$ cat config.mk
export PLATFORM = sky130hd
export DESIGN_NAME = gemm_issue_ctrl_flat
export DESIGN_NICKNAME = d
export VERILOG_FILES = /design/src/rtl/gemm_issue_ctrl_if.sv /design/src/rtl/gemm_issue_ctrl.sv /design/src/flat_wrapper.sv
export SDC_FILE = /design/constraint.sdc
export NUM_CORES = 1
export LEC_CHECK = 0
export CAP_MARGIN = 10
export CORE_UTILIZATION = 34
export CTS_CLUSTER_DIAMETER = 50
export DETAILED_ROUTE_END_ITERATION = 12
export GPL_TIMING_DRIVEN = 0
export PLACE_DENSITY = 0.74
export SYNTH_ARGS = -nofsm -noshare
export SYNTH_HDL_FRONTEND = slang
export SYNTH_SLANG_ARGS = --single-unit
$ cat constraint.sdc
create_clock -name CLK -period 4.28 [get_ports CLK]
set_input_delay 0.856 -clock CLK [delete_from_list [all_inputs] [get_ports CLK]]
set_output_delay 0.856 -clock CLK [all_outputs]
set_load 0.01 [all_outputs]
$ cat src/rtl/gemm_issue_ctrl_if.sv
// gemm_issue_ctrl_if
//   Groups the handshake and bus signals of the GEMM issue controller.
//   Dispatch : en, disp_ready, md, ms1..ms3, w1..w3, spec, spec_clr, flush
//   Wakeup   : wb_valid, wb_reg
//   Issue    : gemm_valid, gemm_ready, gemm_md, gemm_ms1..gemm_ms3, gemm_done
//   Writeback: wbreq_valid, wbreq_md, wbreq_ack
//   Status   : busy
//   slave modport is the controller side, master modport is the surrounding pipeline.
interface gemm_issue_ctrl_if #(
  parameter int RW = 4
);
  logic          en;
  logic          disp_ready;
  logic [RW-1:0] md;
  logic [RW-1:0] ms1;
  logic [RW-1:0] ms2;
  logic [RW-1:0] ms3;
  logic          w1;
  logic          w2;
  logic          w3;
  logic          spec;
  logic          spec_clr;
  logic          flush;
  logic          wb_valid;
  logic [RW-1:0] wb_reg;
  logic          gemm_valid;
  logic          gemm_ready;
  logic [RW-1:0] gemm_md;
  logic [RW-1:0] gemm_ms1;
  logic [RW-1:0] gemm_ms2;
  logic [RW-1:0] gemm_ms3;
  logic          gemm_done;
  logic          wbreq_valid;
  logic [RW-1:0] wbreq_md;
  logic          wbreq_ack;
  logic          busy;

  modport master (
    output en, md, ms1, ms2, ms3, w1, w2, w3, spec, spec_clr, flush,
           wb_valid, wb_reg, gemm_ready, gemm_done, wbreq_ack,
    input  disp_ready, gemm_valid, gemm_md, gemm_ms1, gemm_ms2, gemm_ms3,
           wbreq_valid, wbreq_md, busy
  );

  modport slave (
    input  en, md, ms1, ms2, ms3, w1, w2, w3, spec, spec_clr, flush,
           wb_valid, wb_reg, gemm_ready, gemm_done, wbreq_ack,
    output disp_ready, gemm_valid, gemm_md, gemm_ms1, gemm_ms2, gemm_ms3,
           wbreq_valid, wbreq_md, busy
  );
endinterface

$ cat src/rtl/gemm_issue_ctrl.sv
// gemm_issue_ctrl
//   Holds one dispatched GEMM op, waits for its three source matrix registers
//   to be written back, issues it to the GEMM unit, waits for completion and
//   requests writeback of the destination. Speculative ops are squashed on flush.
// Ports
//   CLK  clock
//   RST  synchronous reset, active-high
//   bus  gemm_issue_ctrl_if.slave (dispatch, wakeup, issue, writeback, status)
//
// state | meaning
// IDLE  | empty, ready for dispatch
// WAIT  | op held, at least one source still has an outstanding producer
// ISSUE | gemm_valid asserted, waiting for gemm_ready
// EXEC  | accepted by GEMM unit, waiting for gemm_done
// WBREQ | requesting writeback of md, waiting for wbreq_ack
// DRAIN | squashed while executing, discarding the coming gemm_done
module gemm_issue_ctrl #(
  parameter int NREG = 16
) (
  input  logic               CLK,
  input  logic               RST,
  gemm_issue_ctrl_if.slave   bus
);
  localparam int RW = $clog2(NREG);

  typedef enum logic [2:0] {IDLE, WAIT, ISSUE, EXEC, WBREQ, DRAIN} state_t;

  state_t        state, state_n;
  logic [RW-1:0] md_q, ms1_q, ms2_q, ms3_q;
  logic [RW-1:0] md_n, ms1_n, ms2_n, ms3_n;
  logic          spec_q, spec_n;
  logic [2:0]    wait_q, wait_n;
  logic          flush_eff;
  logic [2:0]    hit_in, hit_q;

  // Flush only acts on a held speculative op, using the spec bit before any
  // same-cycle spec_clr takes effect.
  assign flush_eff = bus.flush & spec_q;

  // Writeback matches against incoming sources (dispatch bypass) and held sources.
  assign hit_in = {bus.wb_valid && (bus.wb_reg == bus.ms3),
                   bus.wb_valid && (bus.wb_reg == bus.ms2),
                   bus.wb_valid && (bus.wb_reg == bus.ms1)};
  assign hit_q  = {bus.wb_valid && (bus.wb_reg == ms3_q),
                   bus.wb_valid && (bus.wb_reg == ms2_q),
                   bus.wb_valid && (bus.wb_reg == ms1_q)};

  always_ff @(posedge CLK) begin
    if (RST) begin
      state  <= IDLE;
      md_q   <= '0;
      ms1_q  <= '0;
      ms2_q  <= '0;
      ms3_q  <= '0;
      spec_q <= 1'b0;
      wait_q <= '0;
    end else begin
      state  <= state_n;
      md_q   <= md_n;
      ms1_q  <= ms1_n;
      ms2_q  <= ms2_n;
      ms3_q  <= ms3_n;
      spec_q <= spec_n;
      wait_q <= wait_n;
    end
  end

  always_comb begin
    state_n         = state;
    md_n            = md_q;
    ms1_n           = ms1_q;
    ms2_n           = ms2_q;
    ms3_n           = ms3_q;
    spec_n          = spec_q & ~bus.spec_clr;
    wait_n          = wait_q & ~hit_q;
    bus.gemm_valid  = 1'b0;
    bus.wbreq_valid = 1'b0;

    case (state)
      IDLE: begin
        wait_n = wait_q;
        if (bus.en) begin
          md_n   = bus.md;
          ms1_n  = bus.ms1;
          ms2_n  = bus.ms2;
          ms3_n  = bus.ms3;
          spec_n = bus.spec;
          wait_n = {bus.w3, bus.w2, bus.w1} & ~hit_in;
          state_n = (wait_n == 3'b000) ? ISSUE : WAIT;
        end
      end
      // Decision uses the next-cycle wait bits, so ISSUE is entered the cycle
      // after the last broadcast without issuing combinationally.
      WAIT: begin
        if (flush_eff)
          state_n = IDLE;
        else if (wait_n == 3'b000)
          state_n = ISSUE;
      end
      ISSUE: begin
        bus.gemm_valid = ~flush_eff;
        if (flush_eff)
          state_n = IDLE;
        else if (bus.gemm_ready)
          state_n = EXEC;
      end
      EXEC: begin
        if (flush_eff)
          state_n = bus.gemm_done ? IDLE : DRAIN;
        else if (bus.gemm_done)
          state_n = WBREQ;
      end
      WBREQ: begin
        bus.wbreq_valid = 1'b1;
        if (bus.wbreq_ack)
          state_n = IDLE;
      end
      DRAIN: begin
        if (bus.gemm_done)
          state_n = IDLE;
      end
      default: state_n = IDLE;
    endcase
  end

  assign bus.disp_ready = (state == IDLE);
  assign bus.busy       = (state != IDLE);
  assign bus.gemm_md    = md_q;
  assign bus.gemm_ms1   = ms1_q;
  assign bus.gemm_ms2   = ms2_q;
  assign bus.gemm_ms3   = ms3_q;
  assign bus.wbreq_md   = md_q;
endmodule
$ cat src/flat_wrapper.sv
// flat-port wrapper written by rule: the top's interface ports become plain ports
module gemm_issue_ctrl_flat 
#(
  parameter int NREG = 16
)
  (CLK, RST, bus_en, bus_md, bus_ms1, bus_ms2, bus_ms3, bus_w1, bus_w2, bus_w3, bus_spec, bus_spec_clr, bus_flush, bus_wb_valid, bus_wb_reg, bus_gemm_ready, bus_gemm_done, bus_wbreq_ack, bus_disp_ready, bus_gemm_valid, bus_gemm_md, bus_gemm_ms1, bus_gemm_ms2, bus_gemm_ms3, bus_wbreq_valid, bus_wbreq_md, bus_busy);
  gemm_issue_ctrl_if bus_i ();
  input  logic CLK;
  input  logic RST;
  input wire logic [$bits(bus_i.en)-1:0] bus_en;
  input wire logic [$bits(bus_i.md)-1:0] bus_md;
  input wire logic [$bits(bus_i.ms1)-1:0] bus_ms1;
  input wire logic [$bits(bus_i.ms2)-1:0] bus_ms2;
  input wire logic [$bits(bus_i.ms3)-1:0] bus_ms3;
  input wire logic [$bits(bus_i.w1)-1:0] bus_w1;
  input wire logic [$bits(bus_i.w2)-1:0] bus_w2;
  input wire logic [$bits(bus_i.w3)-1:0] bus_w3;
  input wire logic [$bits(bus_i.spec)-1:0] bus_spec;
  input wire logic [$bits(bus_i.spec_clr)-1:0] bus_spec_clr;
  input wire logic [$bits(bus_i.flush)-1:0] bus_flush;
  input wire logic [$bits(bus_i.wb_valid)-1:0] bus_wb_valid;
  input wire logic [$bits(bus_i.wb_reg)-1:0] bus_wb_reg;
  input wire logic [$bits(bus_i.gemm_ready)-1:0] bus_gemm_ready;
  input wire logic [$bits(bus_i.gemm_done)-1:0] bus_gemm_done;
  input wire logic [$bits(bus_i.wbreq_ack)-1:0] bus_wbreq_ack;
  output wire logic [$bits(bus_i.disp_ready)-1:0] bus_disp_ready;
  output wire logic [$bits(bus_i.gemm_valid)-1:0] bus_gemm_valid;
  output wire logic [$bits(bus_i.gemm_md)-1:0] bus_gemm_md;
  output wire logic [$bits(bus_i.gemm_ms1)-1:0] bus_gemm_ms1;
  output wire logic [$bits(bus_i.gemm_ms2)-1:0] bus_gemm_ms2;
  output wire logic [$bits(bus_i.gemm_ms3)-1:0] bus_gemm_ms3;
  output wire logic [$bits(bus_i.wbreq_valid)-1:0] bus_wbreq_valid;
  output wire logic [$bits(bus_i.wbreq_md)-1:0] bus_wbreq_md;
  output wire logic [$bits(bus_i.busy)-1:0] bus_busy;
  assign bus_i.en = bus_en;
  assign bus_i.md = bus_md;
  assign bus_i.ms1 = bus_ms1;
  assign bus_i.ms2 = bus_ms2;
  assign bus_i.ms3 = bus_ms3;
  assign bus_i.w1 = bus_w1;
  assign bus_i.w2 = bus_w2;
  assign bus_i.w3 = bus_w3;
  assign bus_i.spec = bus_spec;
  assign bus_i.spec_clr = bus_spec_clr;
  assign bus_i.flush = bus_flush;
  assign bus_i.wb_valid = bus_wb_valid;
  assign bus_i.wb_reg = bus_wb_reg;
  assign bus_i.gemm_ready = bus_gemm_ready;
  assign bus_i.gemm_done = bus_gemm_done;
  assign bus_i.wbreq_ack = bus_wbreq_ack;
  assign bus_disp_ready = bus_i.disp_ready;
  assign bus_gemm_valid = bus_i.gemm_valid;
  assign bus_gemm_md = bus_i.gemm_md;
  assign bus_gemm_ms1 = bus_i.gemm_ms1;
  assign bus_gemm_ms2 = bus_i.gemm_ms2;
  assign bus_gemm_ms3 = bus_i.gemm_ms3;
  assign bus_wbreq_valid = bus_i.wbreq_valid;
  assign bus_wbreq_md = bus_i.wbreq_md;
  assign bus_busy = bus_i.busy;
  gemm_issue_ctrl #(.NREG(NREG)) u_core (.CLK(CLK), .RST(RST), .bus(bus_i));
endmodule
==> results.yml <==
min_path:
  min_path_type: "flop to flop"
  whs_path_depth: 2
drt:
  dr.pass1.iters: 4
  wl_per_cell_um: 13.15
  post-route-drc-count: 0
  postRouteAntennaNets: 0
  vias_per_cell: 4.948
  dr_total_vias: 1420
  drt_wl_total_um: 3774
  drtIter0Drc: 73
timing:
  finalHoldViolCount: 0
  worst_slew_pin_slew_ns: 0.5234
  fin_skew_ns: 0.01134
  period_needed_ns: 3.243
  finalSetupViolCount: 0
  slew_viol_final: 0
  setup_tns_ns: 0
  clock.fmax_ghz: 0.3084
  rsz0062_at_grt: "no"
  relSlewSlack: 0.6465
  final.period_utilization: 0.7577
power:
  power_density_nw_per_um2: 429.6
  irDropWorstVdd_uv: 153.3
  leakage_nw: 0.8035
layout:
  syn2layout_area_growth_pct: 42.53
  drive_above_1_share: 0.1013
  multi_input_area_um2: 863.3
  layout.nets: 271
  diodes: 0
  n_fill_cell: 398
  ff_latch_area_um2: 460.4
  fin_area_um2: 2076
worst_setup_path:
  worstPathMaxFanout: 7
  rr_worst_depth: 7
  crit_arrival_ns: 2.39
  critical_path_class: "input port to output pin"
  cp.required_ns: 3.42
  worstSetupEndpointType: "output pin"
  startpoint_type: "input port"
clock_network:
  cts_inserted_buffers: 3
  clk_path_buf_depth: 2
  postCtsSetupRepairBufs: 0
  ctsResizeCount: 0
  clkSinkCount: 23
  clkTransAtPathRegs_ns: 0.08
  cts_hold_buf: 0
  root_buffer: "clkbuf_8"
  cts_max_level: 1
  clk_latency_ns: 0.27
  tritoncts: "done"
grt:
  grt_pass1_vias: 1392
  track_usage: 0.1801
  grt_max_degree: 14
  gr-total-overflow: 0
  antenna_found_initial: 0
  grt_pass1_wl_um: 6258
synthesis:
  synth_ff_type: "dfxtp_1"
  ys_types: 40
  synth_edf_count: 0
  syn_area_per_cell_um2: 8.002
  synth.area.mux_share: 0.01460
  ys_ff_latch: 23
  yosys.area_share.simple: 0.2131
  syn-cell-area_um2: 1456
  async_flop_share: 0
  synth_warnings: 0
  syn_inst: 182
  synth_top_family_by_area: "compound AO/OA/AOI/OAI gates"
  yosysSeqAreaShare: 0.3162
  synth_xor_area_frac: 0.1443
  synthAdderAreaFrac: 0
  syn_nets: 215
  synth_compound_area_frac: 0.2208
placed_design:
  gp_congestion: 0.8345
  postPlaceCellArea_um2: 2029
  place.port_buffers: 51
  dp_hpwl_um: 2893
die:
  ioPinCount: 57
  start_util: 0.3589
  die_height_um: 67.45
  dieArea_um2: 4550
  die_w_um: 67.45
  core_um2: 4058
  num_rows: 23
run_status:
  status: "completed"
job:
  cap_viol_max_count: 0
path summary, 6_finish.rpt:
kind,startpoint,to,slack [ns]
max,bus_flush,bus_gemm_valid,1.04
min,u_core.bus.gemm_md[0],u_core.bus.gemm_md[0],0.47
max reg2reg,u_core.state[2],u_core.bus.gemm_ms2[0],2.48
min reg2reg,u_core.bus.gemm_md[0],u_core.bus.gemm_md[0],0.47
critical path: stages:
cell,delay (ns)
clkdlybuf4s50_1,0.48
a21oi_2,0.32
and3_1,0.20
clkdlybuf4s50_1,0.53
layer usage:
| metal | vias to the layer above | wire length (um) | track usage |
|---|---|---|---|
| met2 | 51 | 1730 | 0.2988 |
| met3 | 2 | 196 | 0.02365 |
| met5 | - | 0 | 0 |
| met1 | 641 | 1831 | 0.2444 |
| met4 | 0 | 16 | 0.04255 |
| li1 | 726 | - | - |
registers in the layout (all words and copies together) (netlist names):
| signal | count |
|---|---|
| u_core.bus.gemm_md | 4 |
| u_core.bus.gemm_ms1 | 4 |
| u_core.bus.gemm_ms2 | 4 |
| u_core.bus.gemm_ms3 | 4 |
| u_core.spec_q | 1 |
| u_core.state | 3 |
| u_core.wait_q | 3 |
through the flow:
stage          std cells  hold WS [ns]    util  setup slack, ns   power, W
6_report             287        0.4748  0.5116            1.037  0.0008918
5_1_grt              287        0.4937  0.5116           0.9686  0.0009542
4_1_cts              287        0.4772  0.5116            1.045  0.0008958
3_5_place_dp         283        0.4656  0.5002            1.051  0.0007535
3_3_place_gp         283        0.4584  0.5002            1.025  0.0007481
2_1_floorplan        182        0.4451       -            2.100  0.0005699
cells in the mapped netlist (2+ instances only):
| master | count | area, um2 |
|---|---|---|
| and3_1 | 2 | 12.51 |
| xnor2_1 | 6 | 52.55 |
| nand2_1 | 43 | 161.4 |
| nand3_1 | 3 | 15.01 |
| o21ai_0 | 7 | 35.03 |
| nand4_1 | 3 | 18.77 |
| dfxtp_1 | 23 | 460.4 |
| nor4_1 | 3 | 18.77 |
| nand2b_1 | 2 | 12.51 |
| buf_4 | 8 | 60.06 |
| clkbuf_1 | 3 | 11.26 |
| inv_1 | 3 | 11.26 |
| a21oi_1 | 22 | 110.1 |
| xor2_1 | 18 | 157.7 |
| buf_2 | 4 | 20.02 |
| a31oi_1 | 2 | 12.51 |
| nor2_1 | 5 | 18.77 |
| o41ai_4 | 3 | 82.58 |
logic make-up (layout without fill, tap and decap cells):
family          count (synthesis)  after routing
xor+xnor                       24             24
flops                          23             23
compound gates                 44             44
buf+inv                        21             76
mux                             2              2
simple gates                   68             68
layout make-up:
cell class / instances / area share
plain buffers: 17 / 0.05425
clock buffers: 3 / 0.01989
clock inverters: 1 / 0.002411
inverters: 4 / 0.009644
multi-input cells: 138 / 0.4159
flip-flops and latches: 23 / 0.2218
well taps: 50 / 0.03014
repair buffers: 51 / 0.2459
power breakdown:
group | leakage (nW) | internal, W | switching, W
Combinational | 0.589 | 0.000225 | 0.000235
Sequential | 0.189 | 0.000255 | 0.0000354
Clock | 0.0255 | 0.0000652 | 0.0000762
cell usage in the layout (no fill, tap or decap), types with 4 or more instances in the layout:
cell type        instances
clkdlybuf4s50_1         51
nand2_1                 43
dfxtp_1                 23
a21oi_1                 22
xor2_1                  18
buf_4                    8
o21ai_0                  7
xnor2_1                  6
nor2_1                   5
buf_2                    4
Power figures use the tool's default switching activity.
